==> config.mk <==
export PLATFORM = sky130hd
export DESIGN_NAME = jtopll_wrq
export DESIGN_NICKNAME = d
export VERILOG_FILES = /design/src/rtl/jtopll_wrq.sv
export SDC_FILE = /design/constraint.sdc
export NUM_CORES = 1
export LEC_CHECK = 0
export ABC_CLOCK_PERIOD_IN_PS = 5800
export CAP_MARGIN = 20
export CORE_MARGIN = 2
export CORE_UTILIZATION = 55
export DETAILED_ROUTE_END_ITERATION = 10
export DONT_BUFFER_PORTS = 1
export GPL_ROUTABILITY_DRIVEN = 0
export PLACE_DENSITY = 0.7
export REMOVE_ABC_BUFFERS = 1
export SLEW_MARGIN = 20
export SYNTH_ARGS = -nofsm -noshare
export SYNTH_HDL_FRONTEND = slang
export SYNTH_SLANG_ARGS = --single-unit
==> constraint.sdc <==
create_clock -name clk -period 5.8 [get_ports clk]
set_input_delay 0.87 -clock clk [delete_from_list [all_inputs] [get_ports clk]]
set_output_delay 0.87 -clock clk [all_outputs]
set_load 0.03 [all_outputs]
==> src/rtl/jtopll_wrq.sv <==
// jtopll_wrq: CPU write queue that replays register writes to an OPLL core in order,
// holding off after each write for an address or data settle time counted in cen ticks.
//
// state | meaning
// IDLE  | queue empty and no hold-off running
// ISSUE | head entry is latched onto addr/din and popped at the next edge
// WAIT  | hold-off after a write; wcnt counts down on cen
module jtopll_wrq #(
  parameter int DEPTH     = 4,
  parameter int ADDR_WAIT = 12,
  parameter int DATA_WAIT = 84
) (
  input  logic       clk,
  input  logic       rst,
  input  logic       cen,
  input  logic       cpu_addr,
  input  logic [7:0] cpu_din,
  input  logic       cpu_wr,
  output logic       cpu_busy,
  output logic       ovf,
  output logic       pending,
  output logic       write,
  output logic       addr,
  output logic [7:0] din
);

  localparam int PW   = $clog2(DEPTH);
  localparam int CW   = $clog2(DEPTH + 1);
  localparam int WMAX = (ADDR_WAIT > DATA_WAIT) ? ADDR_WAIT : DATA_WAIT;
  localparam int WW   = (WMAX < 1) ? 1 : $clog2(WMAX + 1);

  typedef enum logic [1:0] {
    S_IDLE,
    S_ISSUE,
    S_WAIT
  } state_t;

  state_t        r_state;
  state_t        w_state_nxt;
  logic [8:0]    r_mem [DEPTH];
  logic [PW-1:0] r_wptr;
  logic [PW-1:0] r_rptr;
  logic [CW-1:0] r_count;
  logic [WW-1:0] r_wcnt;
  logic          r_write;
  logic          r_addr;
  logic [7:0]    r_din;
  logic          r_ovf;

  logic          w_full;
  logic          w_push;
  logic          w_drop;
  logic          w_pop;
  logic [8:0]    w_head;

  // Full is judged on the registered count, so a pop on the same edge never rescues a push.
  assign w_full = (r_count == CW'(DEPTH));
  assign w_push = cpu_wr & ~w_full;
  assign w_drop = cpu_wr & w_full;
  assign w_pop  = (r_state == S_ISSUE);
  assign w_head = r_mem[r_rptr];

  always_comb begin
    w_state_nxt = r_state;
    case (r_state)
      S_IDLE:  if (r_count != '0) w_state_nxt = S_ISSUE;
      S_ISSUE: w_state_nxt = S_WAIT;
      S_WAIT: begin
        if (r_wcnt == '0) w_state_nxt = (r_count != '0) ? S_ISSUE : S_IDLE;
      end
      default: w_state_nxt = S_IDLE;
    endcase
  end

  always_ff @(posedge clk) begin
    if (rst) begin
      r_state <= S_IDLE;
      r_wptr  <= '0;
      r_rptr  <= '0;
      r_count <= '0;
      r_wcnt  <= '0;
      r_write <= 1'b0;
      r_addr  <= 1'b0;
      r_din   <= '0;
      r_ovf   <= 1'b0;
    end else begin
      r_state <= w_state_nxt;
      r_write <= w_pop;
      if (w_push) r_wptr <= r_wptr + 1'b1;
      if (w_pop) begin
        r_rptr <= r_rptr + 1'b1;
        r_addr <= w_head[8];
        r_din  <= w_head[7:0];
        r_wcnt <= w_head[8] ? WW'(DATA_WAIT) : WW'(ADDR_WAIT);
      end else if (r_state == S_WAIT && cen && r_wcnt != '0) begin
        r_wcnt <= r_wcnt - 1'b1;
      end
      if (w_drop) r_ovf <= 1'b1;
      if (w_push && !w_pop) begin
        r_count <= r_count + 1'b1;
      end else if (w_pop && !w_push) begin
        r_count <= r_count - 1'b1;
      end
    end
  end

  always_ff @(posedge clk) begin
    if (!rst && w_push) r_mem[r_wptr] <= {cpu_addr, cpu_din};
  end

  assign cpu_busy = w_full;
  assign ovf      = r_ovf;
  assign pending  = (r_count != '0) || (r_state != S_IDLE);
  assign write    = r_write;
  assign addr     = r_addr;
  assign din      = r_din;

endmodule

==> results.py, run 1 <==
metrics = {
    "power": {
        "swShare": 0.3413,
        "power.sequential.fraction": 0.487,
        "vdd_ir_drop_max_uv": 311.2,
        "netSwitchingPower_w": 0.0004706,
        "power.clock.fraction": 0.271,
        "p_leak_nw": 0.9735,
        "pwr-share-comb": 0.242,
        "power-per-cell-area_nw_per_um2": 490.7,
        "internal_power_w": 0.0009084,
    },
    "yosys": {
        "post-synth-top-area-cell": "sky130_fd_sc_hd__edfxtp_1",
        "post-synth-top-count-cell": "sky130_fd_sc_hd__edfxtp_1",
        "synth_seq_cells": 65,
        "post_synth_edffs": 36,
        "postSynth.topFlopCell": "sky130_fd_sc_hd__edfxtp_1",
        "synth_cell_types": 40,
        "fraction_of_the_yosys_area_taken_by_sequential_cells": 0.6459,
        "synth_commonest_cells": "sky130_fd_sc_hd__edfxtp_1 (36), sky130_fd_sc_hd__dfxtp_1 (29), sky130_fd_sc_hd__nand2_1 (24)",
        "syn-instance-count": 192,
        "area_share_of_the_leading_cell_type_in_the_synthesized_netlist": 0.4202,
        "synth.top_cells.by_area": "sky130_fd_sc_hd__edfxtp_1 (42%), sky130_fd_sc_hd__dfxtp_1 (23%), sky130_fd_sc_hd__mux4_2 (7.9%), sky130_fd_sc_hd__nand2_1 (3.5%), sky130_fd_sc_hd__ha_1 (2.9%)",
        "yosysWarningCount": 0,
        "synth.cell_area_um2": 2572,
        "postSynthAreaPerCell_um2": 13.40,
        "asyncSetResetFlopFracSynth": 0,
    },
    "sta": {
        "fin_crit_sh": 0.4669,
        "finalHoldViolations": 0,
        "finalClockSkew_ns": 0.005481,
        "final_max_slew_viol_count": 0,
        "fin_crit_ns": 2.708,
        "report.final.setup_viol": 0,
        "rsz0062_at_grt": "false",
        "setup_tns_final_ns": 0,
        "tightestPinTransition_ns": 1.088,
        "final.hold.worst_slack_ns": 0.4746,
        "maxSlewHeadroom": 0.2731,
        "final_setup_slack_of_the_worst_path_ns": 3.092,
        "fmaxAchievable_ghz": 0.3692,
    },
    "clocking": {
        "cts-resized-gates": 0,
        "clk_latency_ns": 0.34,
        "cts.path.max_buffers": 2,
        "cts_tree": "done",
        "cts-hold-fix-buffers": 0,
        "post-cts-setup-buffer-count": 0,
        "clk_transition_reported_paths_ns": 0.07,
        "cts_max_level": 3,
        "numCtsBuffers": 9,
        "clock-sinks": 65,
        "cts.root.buffer_cell": "sky130_fd_sc_hd__clkbuf_8",
    },
    "final_layout": {
        "final_util": 0.6323,
        "layout_area_growth_over_synthesis_pct": 9.241,
        "num_antenna_cells": 0,
        "nNetsFinal": 217,
        "drive_gt1_frac": 0.1584,
    },
    "floorplanning": {
        "total_die_area_um2": 5240,
        "start_util": 0.5788,
        "row_count": 24,
        "die_height_um": 72.39,
        "die_w_um": 72.39,
        "area_of_the_placeable_core_um2": 4444,
        "io_pins": 26,
    },
    "global_route": {
        "grtUsageTotal": 0.1969,
        "gr_overflow_total": 0,
        "largest_net_degree_at_the_start_of_global_routing": 31,
        "first_global_vias": 1565,
        "first_pass_grt_wire_length_um": 7472,
        "antenna_violations_before_repair": 0,
    },
    "drt": {
        "drtIter0Drc": 95,
        "final_antenna_net_count": 0,
        "drc_errors": 0,
        "avgViaCountPerCell": 5.748,
        "number_of_detailed_routing_iterations_run_before_antenna_repair": 4,
        "routed_wirelength_um": 4411,
        "via_count": 1460,
        "wl_cell_um": 17.37,
    },
    "min_path": {
        "min-delay-path-class": "flop to flop",
    },
    "worst_setup_path": {
        "critical_path.n_buffers_inverters": 2,
        "worstPathArrival_ns": 2.98,
        "crit_path_start_kind": "flop",
        "worst_path_dominant_cell_family": "simple AND/OR/NAND/NOR gates",
        "path_max_fanout": 4,
        "timing.critical_path.required_ns": 6.07,
        "endpoint_kind": "flop",
        "worst_path_most_repeated_cell": "sky130_fd_sc_hd__inv_1",
        "crit_type": "flop to flop",
        "cpMaxStageDelayCell": "sky130_fd_sc_hd__nor3b_1",
        "max_stage_delay_ns": 0.90,
        "list_of_cells_traversed_by_the_critical_path": "nor3b_1, nand2b_1, inv_1, ha_1, inv_1, fa_1, xor2_1, or3_1, a21oi_1",
    },
    "run": {
        "timing.max_cap.violations": 0,
    },
    "placement": {
        "place_worst_setup_slack_ns": 3.103,
        "dp_hpwl_um": 2800,
        "port_buffers": 0,
    },
    "run_status": {
        "outcome": "completed",
    },
}
[kinds of logic (layout without fill, tap and decap cells)]
kind of cell               count (synthesis)  after routing  share of synthesized area
DFF                                       65             65                     0.6459
and+or+nand+nor                           59             59                     0.1133
AOI/OAI and AO/OA                         26             26                    0.06469
buffers and inverters                     16             26                    0.02432
muxes                                     12             12                    0.09095
adders and majority gates                  7              7                    0.03696
xor gates and xnor gates                   7              7                    0.02383
[power groups by stage]
stage	sequential [W]	clock (W)	combinational, W
2_1_floorplan	0.000663	0	0.000269
3_5_place_dp	0.000684	0	0.000334
4_1_cts	0.000674	0.000380	0.000338
6_report	0.000672	0.000373	0.000333
3_3_place_gp	0.000679	0	0.000315
5_1_grt	0.000686	0.000403	0.000373
[area by class of cell]
class                   count  area [um^2]
clock buffers               9        123.9
clock inverters             7        70.07
fillers                   329         1634
inverters                   9        33.78
multi-input cells         111        848.3
flip-flops and latches     65         1662
well taps                  52        65.06
repair buffers              1        7.507
[worst min-delay path, delay by kind of cell (launching register included)]
kind / cells / cell delay, ns
flip-flops: 1 / 0.31
AO/OA/AOI/OAI: 1 / 0.06
AND/OR/NAND/NOR: 1 / 0.06
[cell usage in the layout (no fill, tap or decap), drive strengths merged, types with 2 or more instances in the layout]
master / n
nand2b: 2
clkbuf: 9
nor3b: 2
edfxtp: 36
ha: 6
nand3b: 2
mux4: 9
a2111oi: 2
mux2i: 2
and2: 4
nor2: 13
clkinv: 4
a211oi: 2
xor2: 3
nor3: 3
inv: 10
a21oi: 14
xnor2: 4
dfxtp: 29
o21ai: 3
nand2: 24
or3: 3
[sequential cells by signal, summed over array words and instances (netlist names), named ones only]
name	count
r_wptr	2
r_mem	36
addr	1
ovf	1
write	1
r_rptr	2
din	8
r_count	3
r_wcnt	7
r_state	2
[final timing paths]
kind	depth (start not counted)	startpoint	slack [ns]	to
worst max-delay path	9	r_count[0]$_SDFFE_PP0P_	3.09	r_count[2]$_SDFFE_PP0P_
worst min-delay path	2	r_wcnt[6]$_SDFFE_PP0P_	0.47	r_wcnt[6]$_SDFFE_PP0P_
worst max register to register	9	r_count[0]$_SDFFE_PP0P_	3.09	r_count[2]$_SDFFE_PP0P_
worst min register to register	2	r_wcnt[6]$_SDFFE_PP0P_	0.47	r_wcnt[6]$_SDFFE_PP0P_
[layer usage]
metal,GRT usage,vias up,wire length [um]
met5,0,-,0
met4,0.06790,0,51
met3,0.09028,4,312
met2,0.3180,34,2166
met1,0.2345,716,1882
li1,-,706,-
[metrics by stage]
step	std cells	power (W)	area, um^2
floorplan	185	0.0009323	2544
global placement	238	0.0009942	2616
detailed placement	238	0.001018	2616
CTS	254	0.001392	2810
global route	254	0.001463	2810
finish	254	0.001379	2810
(Power assumes the default switching activity.)
==> run 2, diff against run 1 <==
ABC_AREA = 1   (was default)
ABC_CLOCK_PERIOD_IN_PS = 2550   (was 5800)
clock period = 2.55 ns   (was 5.8 ns; I/O delays follow)
==> run 2 against run 1 <==
Against the previous run:
- hold slack worse by 0.37 ns
- core utilization is 0.68 points lower
- register-to-register slack worse by 2.6 ns
- flip-flop and latch count stayed put
- sequential power is 130% higher
- clock power is 150% higher
- non-clock buffer count is 4 higher
- sequential share of layout area is 2.1 points lower
- largest cell class unchanged
- largest power group unchanged
- highest routed layer unchanged
==> results.py, run 2 <==
metrics = {
    "final_layout": {
        "drive_gt1_frac": 0.1232,
        "final_cell_mix": "sky130_fd_sc_hd__nand2_1 (44), sky130_fd_sc_hd__nor2_1 (36), sky130_fd_sc_hd__edfxtp_1 (36)",
        "layout_area_growth_over_synthesis_pct": 10.95,
        "largest-register": "r_mem",
        "max_reg_flops": 36,
        "nNetsFinal": 291,
        "num_antenna_cells": 0,
        "commonest_non_fill_non_tap_cell_in_the_layout": "sky130_fd_sc_hd__nand2_1",
    },
    "yosys": {
        "yosysWarningCount": 0,
        "synth_cell_types": 25,
        "synth_seq_cells": 65,
        "area_share_of_the_leading_cell_type_in_the_synthesized_netlist": 0.4114,
        "asyncSetResetFlopFracSynth": 0,
        "synth_commonest_cells": "sky130_fd_sc_hd__nand2_1 (44), sky130_fd_sc_hd__edfxtp_1 (36), sky130_fd_sc_hd__nor2_1 (36)",
        "post-synth-top-area-cell": "sky130_fd_sc_hd__edfxtp_1",
        "synth.top_cells.by_area": "sky130_fd_sc_hd__edfxtp_1 (41%), sky130_fd_sc_hd__dfxtp_1 (22%), sky130_fd_sc_hd__nand2_1 (6.3%), sky130_fd_sc_hd__nor2_1 (5.1%), sky130_fd_sc_hd__o21ai_0 (5.0%)",
        "post_synth_edffs": 36,
        "synth.cell_area_um2": 2628,
        "syn-instance-count": 260,
        "postSynthAreaPerCell_um2": 10.11,
        "postSynth.topFlopCell": "sky130_fd_sc_hd__edfxtp_1",
        "fraction_of_the_yosys_area_taken_by_sequential_cells": 0.6324,
        "post-synth-top-count-cell": "sky130_fd_sc_hd__nand2_1",
    },
    "sta": {
        "final_max_slew_viol_count": 0,
        "maxSlewHeadroom": 0.7436,
        "fin_crit_ns": 2.100,
        "tightestPinTransition_ns": 0.3833,
        "report.final.setup_viol": 0,
        "rsz0062_at_grt": "false",
        "fmaxAchievable_ghz": 0.4763,
        "setup_tns_final_ns": 0,
        "finalClockSkew_ns": 0.005926,
        "fin_crit_sh": 0.8234,
        "finalHoldViolations": 0,
    },
    "drt": {
        "via_count": 1744,
        "drtIter0Drc": 131,
        "routed_wirelength_um": 4515,
        "drc_errors": 0,
        "avgViaCountPerCell": 5.285,
        "wl_cell_um": 13.68,
        "number_of_detailed_routing_iterations_run_before_antenna_repair": 4,
        "final_antenna_net_count": 0,
    },
    "placement": {
        "dp_hpwl_um": 3004,
        "port_buffers": 0,
    },
    "power": {
        "swShare": 0.3610,
        "pwr-share-comb": 0.268,
        "power-per-cell-area_nw_per_um2": 1146,
        "design_power_total_w": 0.003342,
        "power.clock.fraction": 0.277,
        "power.sequential.fraction": 0.456,
        "internal_power_w": 0.002136,
        "p_leak_nw": 1.153,
        "netSwitchingPower_w": 0.001207,
        "vdd_ir_drop_max_uv": 758.7,
    },
    "clocking": {
        "cts_tree": "done",
        "clock-sinks": 65,
        "cts.path.max_buffers": 2,
        "cts.root.buffer_cell": "sky130_fd_sc_hd__clkbuf_8",
        "cts-resized-gates": 0,
        "cts-hold-fix-buffers": 0,
        "cts_max_level": 3,
        "post-cts-setup-buffer-count": 0,
        "numCtsBuffers": 9,
        "clk_transition_reported_paths_ns": 0.07,
        "clk_latency_ns": 0.34,
    },
    "run_status": {
        "outcome": "completed",
    },
    "global_route": {
        "first_global_vias": 1613,
        "grtUsageTotal": 0.1962,
        "first_pass_grt_wire_length_um": 7659,
        "gr_overflow_total": 0,
        "largest_net_degree_at_the_start_of_global_routing": 20,
        "antenna_violations_before_repair": 0,
    },
    "floorplanning": {
        "area_of_the_placeable_core_um2": 4661,
        "total_die_area_um2": 5347,
        "start_util": 0.5638,
        "row_count": 25,
        "die_height_um": 73.12,
        "io_pins": 26,
        "die_w_um": 73.12,
    },
    "worst_setup_path": {
        "endpoint_kind": "flop",
        "worstPathArrival_ns": 2.38,
        "crit_type": "flop to flop",
        "crit_path_start_kind": "flop",
        "timing.critical_path.required_ns": 2.83,
        "path_max_fanout": 6,
    },
    "min_path": {
        "min-delay-path-class": "primary input to flop",
    },
    "run": {
        "timing.max_cap.violations": 0,
    },
}
run 2: worst paths after layout:
kind	start	end	slack [ns]	cells past startpoint
max	r_count[0]$_SDFFE_PP0P_	r_count[2]$_SDFFE_PP0P_	0.45	12
min	rst	r_wcnt[1]$_SDFFE_PP0P_	0.10	1
min reg2reg	r_rptr[0]$_SDFFE_PP0P_	r_rptr[0]$_SDFFE_PP0P_	0.48	1
max reg2reg	r_count[0]$_SDFFE_PP0P_	r_count[2]$_SDFFE_PP0P_	0.45	12
run 2: critical path: stages, from the launching register on:
cell and delay, ns:
sky130_fd_sc_hd__dfxtp_1 0.39, sky130_fd_sc_hd__inv_1 0.10, sky130_fd_sc_hd__nand3_1 0.11, sky130_fd_sc_hd__inv_1 0.17, sky130_fd_sc_hd__nor2_2 0.22, sky130_fd_sc_hd__ha_1 0.18, sky130_fd_sc_hd__inv_1 0.07, sky130_fd_sc_hd__fa_1 0.38
sky130_fd_sc_hd__nor2_1 0.11, sky130_fd_sc_hd__nor2_1 0.04, sky130_fd_sc_hd__nand2_1 0.07, sky130_fd_sc_hd__o21ai_0 0.07, sky130_fd_sc_hd__a21oi_1 0.12
run 2: stage by stage:
step	hold WS [ns]	utilization	instance area, um^2	cells	worst slack, ns
finish	0.1006	0.6255	2915	330	0.4504
floorplan	0.4435	-	2600	255	0.6766
detailed placement	0.4466	0.5804	2705	314	0.4456
CTS	0.08763	0.6255	2915	330	0.4229
global route	0.08959	0.6255	2915	330	0.2042
global placement	0.4462	0.5804	2705	314	0.5586
run 2: cell families after synthesis:
kind of cell,share of synthesized area
XOR/XNOR,0.003334
adder cells (fa/ha/maj),0.03619
AND/OR/NAND/NOR,0.1805
flip-flops,0.6324
buffers and inverters,0.04619
AO/OA/AOI/OAI,0.1014
run 2: cell type report:
class / count / area, um^2
multi-input combinational: 165 / 844.6
fill: 393 / 1745
tap: 54 / 67.56
sequential: 65 / 1662
clock inverter: 6 / 82.58
inverter: 25 / 93.84
timing repair buffer: 5 / 37.54
clock buffer: 10 / 127.6
run 2: per-layer routing:
layer	track usage	wire (um)	part of all wire
met4	0.1235	110	0.024
met2	0.2603	1930	0.43
met5	0	0	0
met3	0.04696	223	0.049
met1	0.2866	2251	0.50
run 2: power by group through the flow:
stage	Sequential (W)	Combinational, W	Clock [W]
finish	0.00152	0.000894	0.000925
global route	0.00155	0.00105	0.000987
CTS	0.00152	0.000904	0.000940
detailed placement	0.00154	0.000901	0
global placement	0.00154	0.000877	0
floorplan	0.00154	0.000697	0
==> run 3, diff against run 2 <==
ABC_CLOCK_PERIOD_IN_PS = 1700   (was 2550)
PLACE_DENSITY = 0.73   (was 0.7)
clock period = 1.7 ns   (was 2.55 ns; I/O delays follow)
==> run 3 against run 2 <==
Against the previous run:
- core utilization rose by 4.2 points
- largest cell class unchanged
- sequential share of layout area fell by 3.5 points
- register-to-register slack got worse by 0.36 ns
==> results.py, run 3 (same netlist as run 2, synthesis figures left out) <==
metrics = {
    "sta": {
        "report.final.setup_viol": 0,
        "fin_crit_sh": 0.9485,
        "setup_tns_final_ns": 0,
        "fmaxAchievable_ghz": 0.6201,
        "finalHoldViolations": 0,
        "tightestPinTransition_ns": 0.3838,
        "final_setup_slack_of_the_worst_path_ns": 0.08747,
        "fin_crit_ns": 1.613,
        "final_max_slew_viol_count": 0,
        "maxSlewHeadroom": 0.7433,
        "finalClockSkew_ns": 0.008801,
        "final.hold.worst_slack_ns": 0.1321,
    },
    "min_path": {
        "min-delay-path-class": "primary input to flop",
    },
    "floorplanning": {
        "die_height_um": 73.12,
        "start_util": 0.5638,
        "row_count": 25,
        "area_of_the_placeable_core_um2": 4661,
        "io_pins": 26,
        "die_w_um": 73.12,
        "total_die_area_um2": 5347,
    },
    "power": {
        "vdd_ir_drop_max_uv": 906.5,
        "pwr-share-comb": 0.305,
        "swShare": 0.3687,
        "design_power_total_w": 0.005166,
        "power.clock.fraction": 0.249,
        "netSwitchingPower_w": 0.001905,
        "power.sequential.fraction": 0.446,
        "internal_power_w": 0.003261,
        "power-per-cell-area_nw_per_um2": 1661,
        "p_leak_nw": 1.238,
    },
    "final_layout": {
        "multi_input_area_um2": 859.6,
        "largest-register": "r_mem",
        "num_antenna_cells": 0,
        "commonest_non_fill_non_tap_cell_in_the_layout": "sky130_fd_sc_hd__nand2_1",
        "max_reg_flops": 36,
        "fin_cells": 352,
        "layout_area_growth_over_synthesis_pct": 18.33,
        "final_cell_mix": "sky130_fd_sc_hd__nand2_1 (44), sky130_fd_sc_hd__nor2_1 (36), sky130_fd_sc_hd__edfxtp_1 (36)",
        "drive_gt1_frac": 0.1846,
        "sequential_standard_cell_area_um2": 1664,
        "final.fill_count": 364,
        "nNetsFinal": 313,
    },
    "placement": {
        "dpl.cell_count": 321,
        "dp_hpwl_um": 2988,
        "place_worst_setup_slack_ns": -0.03429,
        "port_buffers": 0,
    },
    "clocking": {
        "cts.path.max_buffers": 2,
        "clk_transition_reported_paths_ns": 0.07,
        "clk_latency_ns": 0.34,
        "cts_max_level": 3,
        "numCtsBuffers": 9,
        "cts_tree": "done",
        "clock-sinks": 65,
        "cts.root.buffer_cell": "sky130_fd_sc_hd__clkbuf_8",
    },
    "worst_setup_path": {
        "endpoint_kind": "flop",
        "worstPathArrival_ns": 1.88,
        "path_max_fanout": 2,
        "crit_path_start_kind": "flop",
        "crit_type": "flop to flop",
        "timing.critical_path.required_ns": 1.97,
    },
    "run": {
        "timing.max_cap.violations": 0,
    },
    "drt": {
        "final_antenna_net_count": 0,
        "drtIter0Drc": 144,
        "drc_errors": 0,
        "wl_cell_um": 13.79,
        "routed_wirelength_um": 4853,
        "via_count": 1860,
        "avgViaCountPerCell": 5.284,
        "number_of_detailed_routing_iterations_run_before_antenna_repair": 4,
    },
    "global_route": {
        "gr_overflow_total": 0,
        "antenna_violations_before_repair": 0,
        "first_pass_grt_wire_length_um": 7941,
        "first_global_vias": 1754,
        "grtUsageTotal": 0.2044,
        "largest_net_degree_at_the_start_of_global_routing": 19,
    },
    "run_status": {
        "outcome": "completed",
    },
}
[run 3: final cells by class]
type                    instances  share of cell area
well taps                      54             0.02173
flip-flops and latches         65              0.5352
repair buffers                 27             0.07324
inverters                      25             0.03018
clock inverters                 5             0.01771
clock buffers                  11             0.04547
multi-input cells             165              0.2765
[run 3: worst max-delay path, stage by stage, from the launching register on]
cell and delay (ns):
sky130_fd_sc_hd__dfxtp_2 0.34, sky130_fd_sc_hd__inv_2 0.05, sky130_fd_sc_hd__nand3_2 0.06, sky130_fd_sc_hd__inv_2 0.05
sky130_fd_sc_hd__nor2_4 0.08, sky130_fd_sc_hd__ha_2 0.17, sky130_fd_sc_hd__inv_2 0.04, sky130_fd_sc_hd__fa_2 0.35
sky130_fd_sc_hd__nor2_1 0.09, sky130_fd_sc_hd__nor2_1 0.04, sky130_fd_sc_hd__nand2_1 0.08, sky130_fd_sc_hd__o21ai_1 0.07
sky130_fd_sc_hd__a21oi_1 0.11
[run 3: what timing repair did]
action | CTS | global route
hold buffers | 10 | 0
endpoints found under the setup margin | 1 | 29
resized for setup | 3 | 8
pin swaps | 1 | 6
endpoints found under the hold margin | 44 | 0
setup buffers | 1 | 4
[run 3: final timing paths]
kind / from / end / slack [ns] / cells after the start
max reg2reg: r_count[1]$_SDFFE_PP0P_ / r_count[2]$_SDFFE_PP0P_ / 0.09 / 12
min reg2reg: r_rptr[0]$_SDFFE_PP0P_ / flop / 0.47 / 1
min: rst / din[2]$_SDFFE_PP0P_ / 0.13 / 3
max: r_count[1]$_SDFFE_PP0P_ / r_count[2]$_SDFFE_PP0P_ / 0.09 / 12
[run 3: metrics by stage]
stage | util | cell area (um^2)
global route | 0.6671 | 3109
floorplan | - | 2600
CTS | 0.6588 | 3070
global placement | 0.5917 | 2758
finish | 0.6671 | 3109
detailed placement | 0.5917 | 2758
[run 3: per-layer routing]
| layer | vias up | share of wire | track usage |
|---|---|---|---|
| met3 | 13 | 0.043 | 0.07182 |
| met5 | - | 0 | 0 |
| met2 | 35 | 0.45 | 0.2903 |
| met1 | 865 | 0.48 | 0.2708 |
| li1 | 947 | - | - |
| met4 | 0 | 0.028 | 0.1173 |
[run 3: power groups by stage]
stage	clock network (W)	logic [W]	registers (W)
after floorplan	0	0.00105	0.00230
after global placement	0	0.00139	0.00232
after detailed placement	0	0.00142	0.00233
after CTS	0.00131	0.00148	0.00230
after global routing	0.00137	0.00180	0.00234
final	0.00129	0.00157	0.00231
